### src/rtl/mnist_frame_binarizer_pkg.sv
// Shared constants and types for the MNIST frame binarizer.
// Geometry defaults: 28x28 8-bit input, centred 20x20 crop, threshold 128.
package mnist_frame_binarizer_pkg;

    localparam int IMG_W      = 28;
    localparam int IMG_H      = 28;
    localparam int CROP_OFF   = 4;
    localparam int CROP_W     = 20;
    localparam int PIX_W      = 8;
    localparam int THRESH     = 128;
    localparam int NET_INPUTS = CROP_W * CROP_W;

    localparam int COL_W = $clog2(IMG_W);
    localparam int ROW_W = $clog2(IMG_H);
    localparam int K_W   = $clog2(NET_INPUTS);

    // Sized comparison constants so counter compares stay width-clean.
    localparam logic [COL_W-1:0] COL_LAST    = COL_W'(IMG_W - 1);
    localparam logic [ROW_W-1:0] ROW_LAST    = ROW_W'(IMG_H - 1);
    localparam logic [COL_W-1:0] COL_CROP_LO = COL_W'(CROP_OFF);
    localparam logic [COL_W-1:0] COL_CROP_HI = COL_W'(CROP_OFF + CROP_W - 1);
    localparam logic [ROW_W-1:0] ROW_CROP_LO = ROW_W'(CROP_OFF);
    localparam logic [ROW_W-1:0] ROW_CROP_HI = ROW_W'(CROP_OFF + CROP_W - 1);
    localparam logic [PIX_W-1:0] THRESH_V    = PIX_W'(THRESH);

    // FILL: accepting pixels; HOLD: a finished frame waits for the output buffer.
    typedef enum logic {
        FILL = 1'b0,
        HOLD = 1'b1
    } state_t;

endpackage

### src/rtl/mnist_crop_counter.sv
// Raster position tracker: row/col counters, crop-window flag, bit index,
// final-position flag and early-last detection for the frame binarizer.
module mnist_crop_counter
    import mnist_frame_binarizer_pkg::*;
(
    input  logic           clk,
    input  logic           rst_n,
    input  logic           beat,
    input  logic           in_last,
    output logic           in_crop,
    output logic [K_W-1:0] k_idx,
    output logic           is_final,
    output logic           early_last
);

    logic [ROW_W-1:0] row_q;
    logic [COL_W-1:0] col_q;
    logic [ROW_W-1:0] row_rel;
    logic [COL_W-1:0] col_rel;

    // Decode the current position into crop membership and destination bit.
    always_comb begin
        in_crop    = (row_q >= ROW_CROP_LO) && (row_q <= ROW_CROP_HI) &&
                     (col_q >= COL_CROP_LO) && (col_q <= COL_CROP_HI);
        row_rel    = row_q - ROW_CROP_LO;
        col_rel    = col_q - COL_CROP_LO;
        k_idx      = K_W'(row_rel) * K_W'(CROP_W) + K_W'(col_rel);
        is_final   = (row_q == ROW_LAST) && (col_q == COL_LAST);
        early_last = in_last && !is_final;
    end

    // Advance on each accepted beat; any frame end (good or bad) restarts at 0,0.
    always_ff @(posedge clk or negedge rst_n) begin
        if (!rst_n) begin
            row_q <= '0;
            col_q <= '0;
        end else if (beat) begin
            // NOTE: non-blocking assignments so every flop samples pre-edge values.
            if (is_final || in_last) begin
                row_q <= '0;
                col_q <= '0;
            end else if (col_q == COL_LAST) begin
                col_q <= '0;
                row_q <= row_q + ROW_W'(1);
            end else begin
                col_q <= col_q + COL_W'(1);
            end
        end
    end

endmodule

### src/rtl/mnist_frame_binarizer.sv
// Streams 28x28 grayscale pixels in, crops the centred 20x20 window,
// thresholds each pixel and presents a double-buffered 400-bit frame.
// Optional build macro FRAME_ERR_CNT_EN adds a saturating err_cnt output.
module mnist_frame_binarizer
    import mnist_frame_binarizer_pkg::*;
(
    input  logic                  clk,
    input  logic                  rst_n,
    input  logic                  in_valid,
    output logic                  in_ready,
    input  logic [PIX_W-1:0]      in_pixel,
    input  logic                  in_last,
    output logic                  out_valid,
    input  logic                  out_ready,
    output logic [NET_INPUTS-1:0] out_frame,
    output logic                  frame_err
`ifdef FRAME_ERR_CNT_EN
    ,
    output logic [7:0]            err_cnt
`endif
);

    state_t                state_q;
    logic [NET_INPUTS-1:0] asm_q;
    logic [NET_INPUTS-1:0] asm_next;
    logic                  beat;
    logic                  pix_bit;
    logic                  in_crop;
    logic [K_W-1:0]        k_idx;
    logic                  is_final;
    logic                  early_last;
    logic                  frame_done;
    logic                  frame_bad;
    logic                  out_free;
    logic                  out_take;

    assign in_ready = (state_q == FILL);

    mnist_crop_counter u_cnt (
        .clk        (clk),
        .rst_n      (rst_n),
        .beat       (beat),
        .in_last    (in_last),
        .in_crop    (in_crop),
        .k_idx      (k_idx),
        .is_final   (is_final),
        .early_last (early_last)
    );

    // Handshake qualifiers and the assembly image including the current beat.
    always_comb begin
        // NOTE: default every always_comb output first so no latch is inferred.
        asm_next   = asm_q;
        beat       = in_valid && in_ready;
        pix_bit    = (in_pixel >= THRESH_V);
        frame_done = beat && is_final && in_last;
        frame_bad  = beat && (early_last || (is_final && !in_last));
        out_free   = !out_valid || out_ready;
        out_take   = out_valid && out_ready;
        if (in_crop) begin
            asm_next[k_idx] = pix_bit;
        end
    end

    // Frame FSM: assemble, hand off to the output buffer, or hold when it is busy.
    always_ff @(posedge clk or negedge rst_n) begin
        if (!rst_n) begin
            // NOTE: both frame buffers are plain flops and must clear on reset.
            state_q   <= FILL;
            asm_q     <= '0;
            out_frame <= '0;
            out_valid <= 1'b0;
            frame_err <= 1'b0;
        end else begin
            frame_err <= 1'b0;
            case (state_q)
                FILL: begin
                    if (out_take) begin
                        out_valid <= 1'b0;
                    end
                    if (frame_done) begin
                        if (out_free) begin
                            out_frame <= asm_next;
                            out_valid <= 1'b1;
                            asm_q     <= '0;
                        end else begin
                            asm_q   <= asm_next;
                            state_q <= HOLD;
                        end
                    end else if (frame_bad) begin
                        frame_err <= 1'b1;
                        asm_q     <= '0;
                    end else if (beat) begin
                        asm_q <= asm_next;
                    end
                end
                HOLD: begin
                    // out_valid is necessarily high here and stays high with new data.
                    if (out_take) begin
                        out_frame <= asm_q;
                        asm_q     <= '0;
                        state_q   <= FILL;
                    end
                end
                default: state_q <= FILL;
            endcase
        end
    end

`ifdef FRAME_ERR_CNT_EN
    // Saturating tally of framing-error pulses.
    always_ff @(posedge clk or negedge rst_n) begin
        if (!rst_n) begin
            err_cnt <= '0;
        end else if (frame_err && (err_cnt != 8'hFF)) begin
            err_cnt <= err_cnt + 8'd1;
        end
    end
`endif

endmodule

### config.mk
export PLATFORM = sky130hd
export DESIGN_NAME = mnist_frame_binarizer
export DESIGN_NICKNAME = d
export VERILOG_FILES = /design/src/rtl/mnist_frame_binarizer_pkg.sv /design/src/rtl/mnist_crop_counter.sv /design/src/rtl/mnist_frame_binarizer.sv
export SDC_FILE = /design/constraint.sdc
export NUM_CORES = 2
export LEC_CHECK = 0
export CAP_MARGIN = 20
export CELL_PAD_IN_SITES_DETAIL_PLACEMENT = 1
export CELL_PAD_IN_SITES_GLOBAL_PLACEMENT = 2
export CORE_ASPECT_RATIO = 0.9
export CORE_MARGIN = 1.5
export CORE_UTILIZATION = 25
export DETAILED_ROUTE_END_ITERATION = 10
export HOLD_SLACK_MARGIN = 0.02
export MAX_ROUTING_LAYER = met4
export PLACE_DENSITY = 0.61
export SLEW_MARGIN = 0
export SYNTH_ARGS = -nofsm -noshare
export SYNTH_HDL_FRONTEND = slang
export SYNTH_SLANG_ARGS = --single-unit
### constraint.sdc
create_clock -name clk -period 6.5 [get_ports clk]
set_clock_uncertainty 0.2 [all_clocks]
set_input_delay 1.3 -clock clk [delete_from_list [all_inputs] [get_ports clk]]
set_output_delay 1.3 -clock clk [all_outputs]
set_load 0.02 [all_outputs]
=== Word level (Yosys, flattened, before mapping) ===
Cells that the tools add are included.

* Input bits: 13
* Word-level logic and storage cells: 77
* Flip-flop bits (word level): 813

* Add/subtract/negate cells: 5
* $mul: 1
* Multiplexer cells: 28
* Reductions and logical operators: 22
* Bitwise gates (word level): 1
* Eq/ne operators: 6
* $lt $le $gt $ge: 7

{| class="wikitable"
|+ Operators with widths
! cell !! count
|-
| two-way mux 400 bit || 9
|-
| one-hot mux 400 bit (2 select lines) || 2
|-
| bitwise mux 400 bit || 1
|-
| two-way mux 5 bit || 4
|-
| logical AND 1 bit || 12
|-
| adder 5 x 1 -> 5 bit, second input constant || 2
|-
| equality test 5 bit, second input constant || 2
|-
| >= comparator 5 x 3 -> 1 bit, second input constant || 2
|-
| <= comparator 5 bit, second input constant || 2
|-
| less-than comparator 9 x 10 -> 1 bit, second input constant || 1
|-
| two-way mux 1 bit || 10
|-
| subtractor 5 x 3 -> 5 bit, second input constant || 2
|-
| adder 9 x 5 -> 9 bit || 1
|-
| demux 1 bit (select 9 bit) || 1
|-
| >= comparator 9 x 1 -> 1 bit, second input constant || 1
|-
| >= comparator 8 bit, second input constant || 1
|-
| multiplier 5 x 3 -> 7 bit, second input constant || 1
|-
| inequality test 2 x 1 -> 1 bit, second input constant || 3
|-
| inequality test 4 x 1 -> 1 bit, second input constant || 1
|-
| AND reduction 2 bit || 2
|-
| zero test 1 bit || 3
|-
| logical OR 1 bit || 3
|-
| AND reduction 3 bit || 1
|-
| one-hot mux 1 bit (2 select lines) || 1
|-
| other kinds (2) || 2
|}

=== Longest topological paths before layout ===
* Depth after elaboration: 13
* Mapped depth: 16

=== By module ===
From an unflattened synthesis, not the netlist that was laid out.

* Cell total of the unflattened synthesis: 4,397
* Area total of the unflattened synthesis: 39,514.1 um^2

{| class="wikitable"
|+ Modules (own cells, without submodules)
! module !! area each (um^2) !! times used !! cells an instance
|-
| mnist_frame_binarizer || 38,479.4 || 1 || 4,283
|-
| mnist_crop_counter || 1,034.7 || 1 || 114
|}

=== Worst setup path after synthesis ===
Ideal clock, no wire load.

* Path kind: flip-flop to flip-flop
* From: reg u_cnt.row_q[2]
* To: reg out_frame[310]
* Data arrival time: 3.878 ns
* Path slack: 2.355 ns
* Stages on the path, launching flop included: 13
* Data required time: 6.234 ns
* Cells stage by stage: dfrtp_1 inv_1 ha_1 xor2_2 ha_1 fa_1 a21boi_0 and2_1 nor2_2 nand3_1 nor2_1 clkbuf_1 a221o_1

* Cells in the longest elaborated chain, start to end: 12
* Elaborated cells between the ends (all ways): 24
* Classes of those cells: 2 x add/sub; 1 x mul; 4 x order compare; 2 x eq/ne; 7 x mux; 8 x reduce/logical

{| class="wikitable"
|+ Ends and longest elaborated chain
! item !! RTL line !! text
|-
| from (decl) || mnist_crop_counter.sv:16 || <nowiki>logic [ROW_W-1:0] row_q;</nowiki>
|-
| from (signal assigned) || mnist_crop_counter.sv:44 || <nowiki>row_q <= row_q + ROW_W'(1);</nowiki>
|-
| subtractor 5 x 3 -> 5 bit || mnist_crop_counter.sv:25 || <nowiki>row_rel = row_q - ROW_CROP_LO;</nowiki>
|-
| multiplier 5 x 3 -> 7 bit || mnist_crop_counter.sv:27 || <nowiki>k_idx = K_W'(row_rel) * K_W'(CROP_W) + K_W'(col_rel);</nowiki>
|-
| adder 9 x 5 -> 9 bit || mnist_crop_counter.sv:27 ||
|-
| less-than comparator 9 x 10 -> 1 bit (implied by the code) / >= comparator 9 x 1 -> 1 bit (equally long branches) || mnist_frame_binarizer.sv:61 || <nowiki>asm_next[k_idx] = pix_bit;</nowiki>
|-
| logical AND 1 bit (implied by the code) || mnist_frame_binarizer.sv:61 ||
|-
| two-way mux 1 bit (implied by the code) || mnist_frame_binarizer.sv:61 ||
|-
| demux 1 bit (select 9 bit) || mnist_frame_binarizer.sv:61 ||
|-
| bitwise mux 400 bit || mnist_frame_binarizer.sv:61 ||
|-
| two-way mux 400 bit || mnist_frame_binarizer.sv:60 || <nowiki>if (in_crop) begin</nowiki>
|-
| two-way mux 400 bit || mnist_frame_binarizer.sv:82 || <nowiki>if (out_free) begin</nowiki>
|-
| two-way mux 400 bit || mnist_frame_binarizer.sv:81 || <nowiki>if (frame_done) begin</nowiki>
|-
| one-hot mux 400 bit (2 select lines) || mnist_frame_binarizer.sv:76 || <nowiki>case (state_q)</nowiki>
|-
| to (signal assigned) || mnist_frame_binarizer.sv:83 || <nowiki>out_frame <= asm_next;</nowiki>
|-
| to (signal assigned) || mnist_frame_binarizer.sv:100 || <nowiki>out_frame <= asm_q;</nowiki>
|-
| to (decl) || mnist_frame_binarizer.sv:15 || <nowiki>output logic [NET_INPUTS-1:0] out_frame,</nowiki>
|}

Several ways; a longest one is shown, not always the timed one. The select of a mux whose other input is x is not followed.
A chain may end at the register's enable or synchronous reset.

=== Worst setup path in the final report ===
* From: reg u_cnt.row_q[2]
* To: reg asm_q[42]

* Cells in the longest elaborated chain, start to end: 13
* Elaborated cells between the ends (all ways): 31
* Classes of those cells: 2 x add/sub; 1 x mul; 4 x order compare; 2 x eq/ne; 9 x mux; 13 x reduce/logical

{| class="wikitable"
|+ Ends and longest elaborated chain
! item !! RTL line !! text
|-
| subtractor 5 x 3 -> 5 bit || mnist_crop_counter.sv:25 ||
|-
| multiplier 5 x 3 -> 7 bit || mnist_crop_counter.sv:27 ||
|-
| adder 9 x 5 -> 9 bit || mnist_crop_counter.sv:27 ||
|-
| less-than comparator 9 x 10 -> 1 bit (implied by the code) / >= comparator 9 x 1 -> 1 bit (equally long branches) || mnist_frame_binarizer.sv:61 ||
|-
| logical AND 1 bit (implied by the code) || mnist_frame_binarizer.sv:61 ||
|-
| two-way mux 1 bit (implied by the code) || mnist_frame_binarizer.sv:61 ||
|-
| demux 1 bit (select 9 bit) || mnist_frame_binarizer.sv:61 ||
|-
| bitwise mux 400 bit || mnist_frame_binarizer.sv:61 ||
|-
| two-way mux 400 bit || mnist_frame_binarizer.sv:60 ||
|-
| two-way mux 400 bit || mnist_frame_binarizer.sv:93 || <nowiki>end else if (beat) begin</nowiki>
|-
| two-way mux 400 bit || mnist_frame_binarizer.sv:90 || <nowiki>end else if (frame_bad) begin</nowiki>
|-
| two-way mux 400 bit || mnist_frame_binarizer.sv:81 ||
|-
| one-hot mux 400 bit (2 select lines) || mnist_frame_binarizer.sv:76 ||
|-
| to (signal assigned) || mnist_frame_binarizer.sv:87 || <nowiki>asm_q <= asm_next;</nowiki>
|-
| to (signal assigned) || mnist_frame_binarizer.sv:94 || <nowiki>asm_q <= asm_next;</nowiki>
|-
| to (decl) || mnist_frame_binarizer.sv:24 || <nowiki>logic [NET_INPUTS-1:0] asm_q;</nowiki>
|}

Several ways; a longest one is shown, not always the timed one. The select of a mux whose other input is x is not followed.

==> results.md <==
- Synth async-reset ratio: 100.0%
- Worst-path fanout max: 34
- TritonCTS Buffers: 101
- Hold Path Stages: 2
- Actual slew at the worst max-slew pin: roughly 1200 ps
- Worst r2r dst: asm_q[42]$_DFFE_PN0P_
- Synth Register Bits: about 810
- Reg2Reg Depth: 13
- Slew margin rel.: slightly above 20%
- Initial antenna violation count: 5
- Yosys warning total: 0
- Power per cell area: roughly 230 mW/mm^2
- Max-cap violation count: 0
- Max Root-Sink Buffers: 3
- Largest delay share family, worst path: simple AND/OR/NAND/NOR gates
- Worst-path clk slew: approximately 60 ps
- Setup Fix Bufs, Post-CTS: 0
- Worst Hold End: out_frame[33]$_DFFE_PN0P_
- HPWL after DPL: approximately 140,000 um
- TritonCTS clock tree: yes
- Crit path time final: between 5000 and 6000 ps
- Post-synthesis cell count: around 4,400
- Post-route DRC: 0
- H-tree Lvls: 3
- Mapped Nets: approximately 4,500
- Fmax: between 150 and 200 MHz
- Clk root buf: clkbuf_16
- Die footprint: approximately 0.17 sq mm
- DIE WIDTH: around 430 um
- Via/cell ratio: 5.778
- Core ar.: around 0.16 sq mm
- Layout area overhead: 24.67%
- Synth Area per Inst: slightly above 9 sq um
- TNS Setup: 0 ps
- Status: complete, no violations
- Initial cell density of the core: roughly 25%
- Share of layout cells above drive strength 1: between 8 and 9%
- Register area share after synthesis: 50.01%
- Buf+Inv Stages, Crit Path: 3
- All-Layer GR Usage: about a quarter
- Worst Setup SP: u_cnt.row_q[2]$_DFFE_PN0P_
- CP startpoint kind: flip-flop
- Slowest CP cell: or2_2
- Post-synth EDFFs: 0
- Port bufs: approximately 400
- Crit-path cells: inv_1 > ha_1 > xor2_2 > ha_1 > fa_1 > o211ai_1 > nor2_1 > xnor2_2 > buf_4 > nand2_1 > buf_4 > or2_2 > o21ai_0
- Fill cell count: 18,230
- Setup violations, final: 0
- Cts hold-fix bufs: 0
- Min-delay src: out_frame[33]$_DFFE_PN0P_
- R2r setup slk: 1130 ps
- Wirelength per Cell: 31.12 um
- Mapped Area: ~0.041 sq mm
- Io pins: roughly 420
- Tot Pwr: about 12 mW
- Max stage delay on crit path: 880 ps
- Final Slew Violations: 0
- Non-Filler Instances: 6,842
- Crit path kind: reg2reg
- GPL Wtd Cong: slightly above 0.8
- Yosys cell types: 67
- Vias in the first global route: 40,170
- Largest net degree at the start of global routing: between 150 and 200
- Synth area leaders: dfrtp_1 50%, a221o_1 6.6%, a21oi_1 6.4%
- Max VDD drop: roughly 0.00017 V
- CP Capture Type: flip-flop
- Top cell type's share of synthesized area: between 50 and 60%
- Arr. time, crit path: 5700 ps
- Clock Latency Late Sink: 720 ps
- Most area-hungry cell type in the Yosys netlist: dfrtp_1
- Cts repair resizes: 0
- Die height: about 390 um
- FF-to-FF Start: u_cnt.row_q[2]$_DFFE_PN0P_
- Leakage: between 15 and 20 nW
- Area occupied by multi-input gates: around 0.018 sq mm
- Final Net Count: between 4,000 and 5,000
- Drt total wl: roughly 210,000 um
- Hold Crit Class: reg2reg
- Placed cell count: 6,655
- CP required: 6830 ps
- Main flop type after synthesis: dfrtp_1
- FF+latch area: around 0.020 sq mm
- Global-route wire length before repair: 306,500 um
- Total grt overflow: 0
- Final hold vios: 0
- Rows: 140
- TritonRoute pass-1 iters: 5
- RSZ-0062 raised after global routing: false
- Final period utilization: between 80 and 90%
- Total clock sinks: 813
- Final ANT Viol Nets: 0
- Routed via count: ~40,000
- Iter 0 DRT Violations: around 3,600
[per-layer routing]
metal	global-route usage [%]	wire [um]	up-vias	part of all wire, %
met5	-	0	-	0
met4	7.586	6421	0	3.0
met2	39.59	97570	1115	46
met3	3.457	10010	276	4.7
li1	-	-	17020	-
met1	35.41	98960	21120	46
[metrics by stage]
stage	cell area [sq um]	worst slack, ps	util (%)	hold WS, ps
2_1_floorplan	40680	2355	-	264.9
3_3_place_gp	47200	1175	29.20	284.7
3_5_place_dp	47250	1127	29.22	285.2
4_1_cts	50670	1094	31.34	304.1
5_1_grt	50710	828.3	31.36	327.8
6_report	50720	1131	31.37	299.4
[how the worst max path moves through the flow]
stage	to	cells past startpoint	slack [ps]
4_1_cts	asm_q[42]$_DFFE_PN0P_	13	1090
6_report	asm_q[42]$_DFFE_PN0P_	13	1130
3_3_place_gp	out_frame[274]$_DFFE_PN0P_	12	1180
5_1_grt	asm_q[35]$_DFFE_PN0P_	13	830
2_1_floorplan	out_frame[310]$_DFFE_PN0P_	12	2360
3_5_place_dp	asm_q[36]$_DFFE_PN0P_	13	1130
[layout make-up]
| type | count | share of cell area [%] |
|---|---|---|
| Clock inverter | 26 | 0.7154 |
| Clock buffer | 155 | 6.039 |
| Inverter | 17 | 0.1258 |
| Tap cell | 2130 | 5.255 |
| Multi-Input combinational cell | 3099 | 36.21 |
| Antenna cell | 4 | 0.01974 |
| Sequential cell | 813 | 40.11 |
| Timing Repair Buffer | 598 | 11.52 |
[report_power, final]
| part | leakage [nW] | internal, mW | switching [mW] | total [mW] |
|---|---|---|---|---|
| clock network | 1.68 | 3.48 | 2.47 | 5.95 |
| logic | 7.56 | 0.0884 | 0.555 | 0.643 |
| registers | 10.4 | 5.06 | 0.00417 | 5.07 |
[state kept, by name, summed over array words and instances (netlist names)]
signal / count
asm_q: 400
frame_err: 1
out_frame: 400
out_valid: 1
state_q: 1
u_cnt.col_q: 5
u_cnt.row_q: 5
[cell usage after synthesis, drive strengths merged, types with 18 or more instances]
cell	n
dfrtp	813
o211ai	44
o31ai	18
clkbuf	345
o221ai	64
ha	23
a221o	269
o311ai	137
buf	161
a31oi	144
a32o	99
a21oi	518
nor3	85
o21ai	312
and3	24
nand2	631
nor2	360
nand4	100
nor4	19
nand3	138
[worst reg2reg max path: stages, from the launching register on]
cell	delay (ps)
dfrtp_1	550
inv_1	200
ha_1	280
xor2_2	360
ha_1	370
fa_1	610
o211ai_1	100
nor2_1	390
xnor2_2	220
buf_4	240
nand2_1	70
buf_4	430
or2_2	890
o21ai_0	270
[logic make-up (layout without fill, tap and decap cells)]
family	Yosys count	after routing	share of synthesized area, %
AOI/OAI and AO/OA	1644	1644	27.88
and+or+nand+nor	1414	1414	15.40
DFF	813	813	50.01
buffers and inverters	523	796	5.318
adders and majority gates	25	25	0.8058
xor gates and xnor gates	11	11	0.4306
muxes	5	5	0.1538
other	0	4	0
[placed cells by master (no fill, tap or decap), drive strengths merged, types with 21 or more instances in the layout]
cell and instances:
a21oi 518, a221o 269, a31oi 144, a32o 99, and3 24, buf 191, clkbuf 155, clkdlybuf4s50 407
dfrtp 813, ha 23, inv 21, nand2 631, nand3 138, nand4 100, nor2 360, nor3 85
o211ai 44, o21ai 312, o221ai 64, o311ai 137
No activity file was read; power rests on OpenSTA's default activity.
